===== src/rtl/cdb_arbiter_if.sv =====
// Producer-side result handshakes and registered CDB broadcast of cdb_arbiter.
// slave = arbiter view, master = producer/consumer environment view.
interface cdb_arbiter_if #(
  parameter int unsigned ROB_SIZE_BIT = 5,
  parameter int unsigned DATA_W       = 32
);
  logic                    alu_valid;
  logic [ROB_SIZE_BIT-1:0] alu_rob_id;
  logic [DATA_W-1:0]       alu_value;
  logic                    alu_ready;

  logic                    lsb_valid;
  logic [ROB_SIZE_BIT-1:0] lsb_rob_id;
  logic [DATA_W-1:0]       lsb_value;
  logic                    lsb_ready;

  logic                    cdb_valid;
  logic [ROB_SIZE_BIT-1:0] cdb_rob_id;
  logic [DATA_W-1:0]       cdb_value;
  logic                    cdb_src;

  modport slave (
    input  alu_valid, alu_rob_id, alu_value,
    input  lsb_valid, lsb_rob_id, lsb_value,
    output alu_ready, lsb_ready,
    output cdb_valid, cdb_rob_id, cdb_value, cdb_src
  );

  modport master (
    output alu_valid, alu_rob_id, alu_value,
    output lsb_valid, lsb_rob_id, lsb_value,
    input  alu_ready, lsb_ready,
    input  cdb_valid, cdb_rob_id, cdb_value, cdb_src
  );
endinterface


===== src/rtl/cdb_arbiter.sv =====
// Common data bus arbiter: per-source result FIFOs (ALU=0, LSB=1) drained one per cycle onto a registered CDB.
// CDB_LSB_PRIO_EN selects fixed LSB priority; default build is round-robin.
module cdb_arbiter #(
  parameter int unsigned ROB_SIZE_BIT = 5,
  parameter int unsigned DATA_W       = 32,
  parameter int unsigned QDEPTH_BIT   = 2
) (
  input  logic           clk_in,
  input  logic           rst_in,
  input  logic           rdy_in,
  input  logic           rob_clear,
  cdb_arbiter_if.slave   bus
);

  localparam int unsigned DEPTH = 1 << QDEPTH_BIT;
  localparam int unsigned CNT_W = QDEPTH_BIT + 1;
  localparam int unsigned NSRC  = 2;

  typedef struct packed {
    logic [ROB_SIZE_BIT-1:0] rob_id;
    logic [DATA_W-1:0]       value;
  } entry_t;

  entry_t                r_mem  [NSRC][DEPTH];
  logic [QDEPTH_BIT-1:0] r_head [NSRC];
  logic [QDEPTH_BIT-1:0] r_tail [NSRC];
  logic [CNT_W-1:0]      r_cnt  [NSRC];

  logic                    r_cdb_valid;
  logic [ROB_SIZE_BIT-1:0] r_cdb_rob_id;
  logic [DATA_W-1:0]       r_cdb_value;
  logic                    r_cdb_src;

  logic [NSRC-1:0] w_valid;
  logic [NSRC-1:0] w_ready;
  logic [NSRC-1:0] w_nempty;
  logic [NSRC-1:0] w_push;
  logic [NSRC-1:0] w_pop;
  entry_t          w_din [NSRC];
  logic            w_active;
  logic            w_gnt_vld;
  logic            w_gnt_src;
  entry_t          w_gnt_entry;

  assign w_active = rdy_in & ~rob_clear;
  assign w_valid  = {bus.lsb_valid, bus.alu_valid};
  assign w_din[0] = {bus.alu_rob_id, bus.alu_value};
  assign w_din[1] = {bus.lsb_rob_id, bus.lsb_value};

  // Per-source circular FIFO: pointers/count and storage
  for (genvar g = 0; g < NSRC; g++) begin : g_fifo
    assign w_ready[g]  = (r_cnt[g] != CNT_W'(DEPTH));
    assign w_nempty[g] = (r_cnt[g] != '0);
    assign w_push[g]   = w_valid[g] & w_ready[g] & w_active;

    always_ff @(posedge clk_in) begin
      if (rst_in) begin
        r_head[g] <= '0;
        r_tail[g] <= '0;
        r_cnt[g]  <= '0;
      end else if (rdy_in) begin
        if (rob_clear) begin
          r_head[g] <= '0;
          r_tail[g] <= '0;
          r_cnt[g]  <= '0;
        end else begin
          if (w_push[g]) r_tail[g] <= r_tail[g] + QDEPTH_BIT'(1);
          if (w_pop[g])  r_head[g] <= r_head[g] + QDEPTH_BIT'(1);
          case ({w_push[g], w_pop[g]})
            2'b10:   r_cnt[g] <= r_cnt[g] + CNT_W'(1);
            2'b01:   r_cnt[g] <= r_cnt[g] - CNT_W'(1);
            default: r_cnt[g] <= r_cnt[g];
          endcase
        end
      end
    end

    always_ff @(posedge clk_in) begin
      if (w_push[g]) r_mem[g][r_tail[g]] <= w_din[g];
    end
  end

  assign w_gnt_vld = |w_nempty;

`ifdef CDB_LSB_PRIO_EN
  assign w_gnt_src = w_nempty[1];
`else
  logic r_last_grant;

  // On a tie the source that did not win last time is granted
  assign w_gnt_src = (&w_nempty) ? ~r_last_grant : w_nempty[1];

  always_ff @(posedge clk_in) begin
    if (rst_in) begin
      r_last_grant <= 1'b1;
    end else if (rdy_in) begin
      if (rob_clear)      r_last_grant <= 1'b1;
      else if (w_gnt_vld) r_last_grant <= w_gnt_src;
    end
  end
`endif

  assign w_pop[0]    = w_active & w_gnt_vld & ~w_gnt_src;
  assign w_pop[1]    = w_active & w_gnt_vld &  w_gnt_src;
  assign w_gnt_entry = r_mem[w_gnt_src][r_head[w_gnt_src]];

  // Registered broadcast; payload fields hold when nothing is granted
  always_ff @(posedge clk_in) begin
    if (rst_in) begin
      r_cdb_valid  <= 1'b0;
      r_cdb_rob_id <= '0;
      r_cdb_value  <= '0;
      r_cdb_src    <= 1'b0;
    end else if (rdy_in) begin
      if (rob_clear) begin
        r_cdb_valid <= 1'b0;
      end else if (w_gnt_vld) begin
        r_cdb_valid  <= 1'b1;
        r_cdb_rob_id <= w_gnt_entry.rob_id;
        r_cdb_value  <= w_gnt_entry.value;
        r_cdb_src    <= w_gnt_src;
      end else begin
        r_cdb_valid <= 1'b0;
      end
    end
  end

  assign bus.alu_ready  = w_ready[0];
  assign bus.lsb_ready  = w_ready[1];
  assign bus.cdb_valid  = r_cdb_valid;
  assign bus.cdb_rob_id = r_cdb_rob_id;
  assign bus.cdb_value  = r_cdb_value;
  assign bus.cdb_src    = r_cdb_src;

endmodule


===== src/flat_wrapper.sv =====
// flat-port wrapper written by rule: the top's interface ports become plain ports
module cdb_arbiter_flat 
#(
  parameter int unsigned ROB_SIZE_BIT = 5,
  parameter int unsigned DATA_W       = 32,
  parameter int unsigned QDEPTH_BIT   = 2
)
  (clk_in, rst_in, rdy_in, rob_clear, bus_alu_valid, bus_alu_rob_id, bus_alu_value, bus_lsb_valid, bus_lsb_rob_id, bus_lsb_value, bus_alu_ready, bus_lsb_ready, bus_cdb_valid, bus_cdb_rob_id, bus_cdb_value, bus_cdb_src);
  cdb_arbiter_if #(.ROB_SIZE_BIT(ROB_SIZE_BIT), .DATA_W(DATA_W)) bus_i ();
  input  logic clk_in;
  input  logic rst_in;
  input  logic rdy_in;
  input  logic rob_clear;
  input wire logic [$bits(bus_i.alu_valid)-1:0] bus_alu_valid;
  input wire logic [$bits(bus_i.alu_rob_id)-1:0] bus_alu_rob_id;
  input wire logic [$bits(bus_i.alu_value)-1:0] bus_alu_value;
  input wire logic [$bits(bus_i.lsb_valid)-1:0] bus_lsb_valid;
  input wire logic [$bits(bus_i.lsb_rob_id)-1:0] bus_lsb_rob_id;
  input wire logic [$bits(bus_i.lsb_value)-1:0] bus_lsb_value;
  output wire logic [$bits(bus_i.alu_ready)-1:0] bus_alu_ready;
  output wire logic [$bits(bus_i.lsb_ready)-1:0] bus_lsb_ready;
  output wire logic [$bits(bus_i.cdb_valid)-1:0] bus_cdb_valid;
  output wire logic [$bits(bus_i.cdb_rob_id)-1:0] bus_cdb_rob_id;
  output wire logic [$bits(bus_i.cdb_value)-1:0] bus_cdb_value;
  output wire logic [$bits(bus_i.cdb_src)-1:0] bus_cdb_src;
  assign bus_i.alu_valid = bus_alu_valid;
  assign bus_i.alu_rob_id = bus_alu_rob_id;
  assign bus_i.alu_value = bus_alu_value;
  assign bus_i.lsb_valid = bus_lsb_valid;
  assign bus_i.lsb_rob_id = bus_lsb_rob_id;
  assign bus_i.lsb_value = bus_lsb_value;
  assign bus_alu_ready = bus_i.alu_ready;
  assign bus_lsb_ready = bus_i.lsb_ready;
  assign bus_cdb_valid = bus_i.cdb_valid;
  assign bus_cdb_rob_id = bus_i.cdb_rob_id;
  assign bus_cdb_value = bus_i.cdb_value;
  assign bus_cdb_src = bus_i.cdb_src;
  cdb_arbiter #(.ROB_SIZE_BIT(ROB_SIZE_BIT), .DATA_W(DATA_W), .QDEPTH_BIT(QDEPTH_BIT)) u_core (.clk_in(clk_in), .rst_in(rst_in), .rdy_in(rdy_in), .rob_clear(rob_clear), .bus(bus_i));
endmodule

===== config.mk =====
export PLATFORM = sky130hd
export DESIGN_NAME = cdb_arbiter_flat
export DESIGN_NICKNAME = d
export VERILOG_FILES = /design/src/rtl/cdb_arbiter_if.sv /design/src/rtl/cdb_arbiter.sv /design/src/flat_wrapper.sv
export SDC_FILE = /design/constraint.sdc
export NUM_CORES = 1
export LEC_CHECK = 0
export BUFFER_PORTS_ARGS = -buffer_cell sky130_fd_sc_hd__buf_2
export CORE_UTILIZATION = 60
export CTS_BUF_LIST = sky130_fd_sc_hd__clkbuf_8
export DETAILED_ROUTE_END_ITERATION = 10
export PLACE_DENSITY = 0.83
export SLEW_MARGIN = 5
export SYNTH_ARGS = -nofsm -noshare
export SYNTH_HDL_FRONTEND = slang
export SYNTH_SLANG_ARGS = --single-unit

===== constraint.sdc =====
create_clock -name clk_in -period 2.9 [get_ports clk_in]
set_input_delay 0.58 -clock clk_in [delete_from_list [all_inputs] [get_ports clk_in]]
set_output_delay 0.58 -clock clk_in [all_outputs]
set_load 0.01 [all_outputs]

==> results.md <==
- Post-synth top area share: 0.692
- DRT Pass-1 Iters: 5
- Clock Latency Late Sink: between 500 and 600 ps
- Post-DP HPWL: about 18000 µm
- H-tree levels: 2
- Register area share after synthesis: 0.751
- Area Growth Syn to Fin: 15.5%
- Power per Cell Area: between 600 and 700 nW/µm²
- Peak supply drop: 0.000392 V
- Via-per-instance ratio: 6.24
- Worst Path Required: 3210 ps
- RSZ-0062 raised after global routing: false
- Hold/Removal Path Class: in -> reg
- Antenna Nets Post-Route: 0
- Achievable frequency: between 400 and 500 MHz
- Num CTS Buffers: 53
- Die extent in x: 152 µm
- Clock Skews: roughly 22 ps
- Resized Gates After CTS: 0
- Die Height: roughly 150 µm
- Met3 Usage GRT: 0.0548
- Final GP Congestion: between 0.7 and 0.8
- Final net count: ~930
- Synth Instances: 677
- Via count: 7268
- CP arrival: roughly 2700 ps
- Seq cells post-synth: 350
- Initial antenna violation count: 3
- Row count: 54
- CTS root buffer: clkbuf_8
- Critical path type: reg -> reg
- Synth area leaders: edfxtp_1 (69%), mux4_2 (12%), dfxtp_1 (6.0%)
- Final Setup Violations: 0
- Synthesized area per cell: between 15 and 20 µm²
- Setup crit end kind: register
- Final Instance Area: 15500 µm²
- Post-synth cell types: 34
- Status: finished clean
- GRT busiest layer: met2
- Tcrit/Tclk final: 0.832
- Total track usage: 0.254
- Post-synth top flop: edfxtp_1
- Final Slew Violations: 0
- Total core area: 21900 µm²
- Vias in the first global route: roughly 7400
- Async SR Flop Fraction: 0
- Worst slew margin: 0.428
- Kind of start point of the critical path: register
- Yosys warning count: 0
- Top-level I/O count: approximately 120
- CTS tree: built
- IO Port Bufs: 120
- Syn nets: roughly 780
- DP Area: between 10000 and 15000 µm²
- Final hold vios: 0
- Clk slew on worst S/H paths: approximately 70 ps
- Ratio of cells with drive above 1 in the final layout: 0.347
- 1st-iter DRT viols: 663
- MaxCap Viol Count: 0
- Met2 Use GR: 0.404
- Number of flops mapped to enable cells by yosys: 310
- First-pass GRT wire length: between 40000 and 50000 µm
- Postcts setup bufs: 0
- Post-cts hold buffer count: 0
- Global route overflow: 0
- Drt total wl: roughly 28000 µm
- DRC viols: 0
- GRT met1 Usage: 0.345
- Minimum clock period after layout: approximately 2400 ps
- Post-synth top cells: edfxtp_1 (310), mux4_2 (70), a21oi_1 (41), nor2_1 (41), dfxtp_1 (40)
- Mapped Area: roughly 13000 µm²
- TritonCTS sink count: 350
- Starting Density: 0.615
- Worst Path Max Fanout: 19
- Pleak: 5.42 nW
- Die area: ~23000 µm²
- Maximum buffer depth of the clock tree: 3
- Per-cell routed wire length: between 20 and 25 µm
- Worst-margin pin slew: between 800 and 900 ps
- Setup TNS: 0 ps
- Top cell type by total area after synthesis: edfxtp_1
- Most numerous cell in the Yosys netlist: edfxtp_1
- Largest net degree at the start of global routing: about 40
per-layer routing:
layer,part of all wire,vias up
met5,0,-
met4,0.031,0
met3,0.080,61
met2,0.50,403
met1,0.39,3704
li1,-,3100
worst max-delay path, stage by stage (launching register included):
cell      delay (ps)
edfxtp_1         420
inv_1            100
ha_1             250
nand2b_1         100
a22oi_1          210
nand2_2          110
buf_4            220
inv_2             70
ha_1             230
nor2b_1          100
a221oi_1         250
nor3_1            80
kinds of logic after synthesis:
kind of cell    after synthesis  synth area share
fa+ha+maj                    18            0.0167
compound gates               89            0.0525
simple gates                 85            0.0303
flops                       350             0.751
buf+inv                      57            0.0213
mux                          76             0.127
xor+xnor                      2           0.00130
stage by stage:
| step | util | power, mW | instances | hold WS, ps | setup slack [ps] |
|---|---|---|---|---|---|
| after detailed placement | 0.662 | 6.52 | 1061 | 463 | 513 |
| final | 0.710 | 10.3 | 1165 | 218 | 486 |
| after CTS | 0.709 | 10.3 | 1159 | 186 | 513 |
| after global placement | 0.662 | 6.48 | 1061 | 448 | 582 |
| after floorplan | - | 6.22 | 677 | 461 | 395 |
| after global routing | 0.709 | 10.6 | 1161 | 199 | 325 |
area by class of cell:
| class | count | area, µm² |
|---|---|---|
| Clock buffer | 61 | 840 |
| Inverter | 16 | 60.1 |
| Clock inverter | 37 | 184 |
| Multi-Input combinational cell | 270 | 3100 |
| Timing Repair Buffer | 145 | 876 |
| Tap cell | 280 | 350 |
| Sequential cell | 350 | 10100 |
| Fill cell | 1272 | 6350 |
| Antenna cell | 6 | 15.0 |
flip-flops by register name, summed over array words and instances, names as in the netlist:
name	count
u_core.r_cnt	6
u_core.bus.cdb_src	1
u_core.bus.cdb_valid	1
u_core.r_last_grant	1
u_core.r_head	4
u_core.r_tail	4
u_core.bus.cdb_value	32
u_core.bus.cdb_rob_id	5
u_core.r_mem	296
worst paths after layout:
path / from / end / cells after the start / slack [ps]
worst max-delay path: u_core.r_cnt[0][0] / u_core.r_cnt[1][2] / 11 / 490
worst min-delay path: bus_lsb_value[13] / u_core.r_mem[1][124] / 1 / 220
worst max register to register: u_core.r_cnt[0][0] / u_core.r_cnt[1][2] / 11 / 490
worst min register to register: u_core.bus.cdb_src / u_core.bus.cdb_src / 2 / 460
placed cells by master, fill, tap and decap left out, types with 2 or more instances in the layout:
master,netlist,routed
nor2b_1,4,3
a21oi_1,41,41
ha_1,18,18
mux4_2,70,70
nor3_1,9,9
buf_2,24,120
xnor2_1,2,2
nand2_1,10,9
dfxtp_1,40,40
mux4_1,4,4
nand3_2,2,3
buf_4,1,18
inv_2,4,4
clkinv_2,0,6
clkinv_1,0,5
a21o_1,4,4
clkinvlp_4,0,3
nor3b_1,2,2
diode_2,0,6
nand2b_1,6,6
clkbuf_8,0,61
a221oi_1,3,3
o221a_1,37,37
buf_12,1,7
nor2_1,41,41
and2_2,0,8
inv_1,12,34
edfxtp_1,310,310
where the power goes:
group          switching (mW)  leakage, nW  internal, mW
logic                   0.418         1.66         0.338
registers              0.0687         3.15          5.60
clock network            1.83        0.602          2.01
total                    2.31         5.42          7.95
Power figures use the tool's default switching activity.
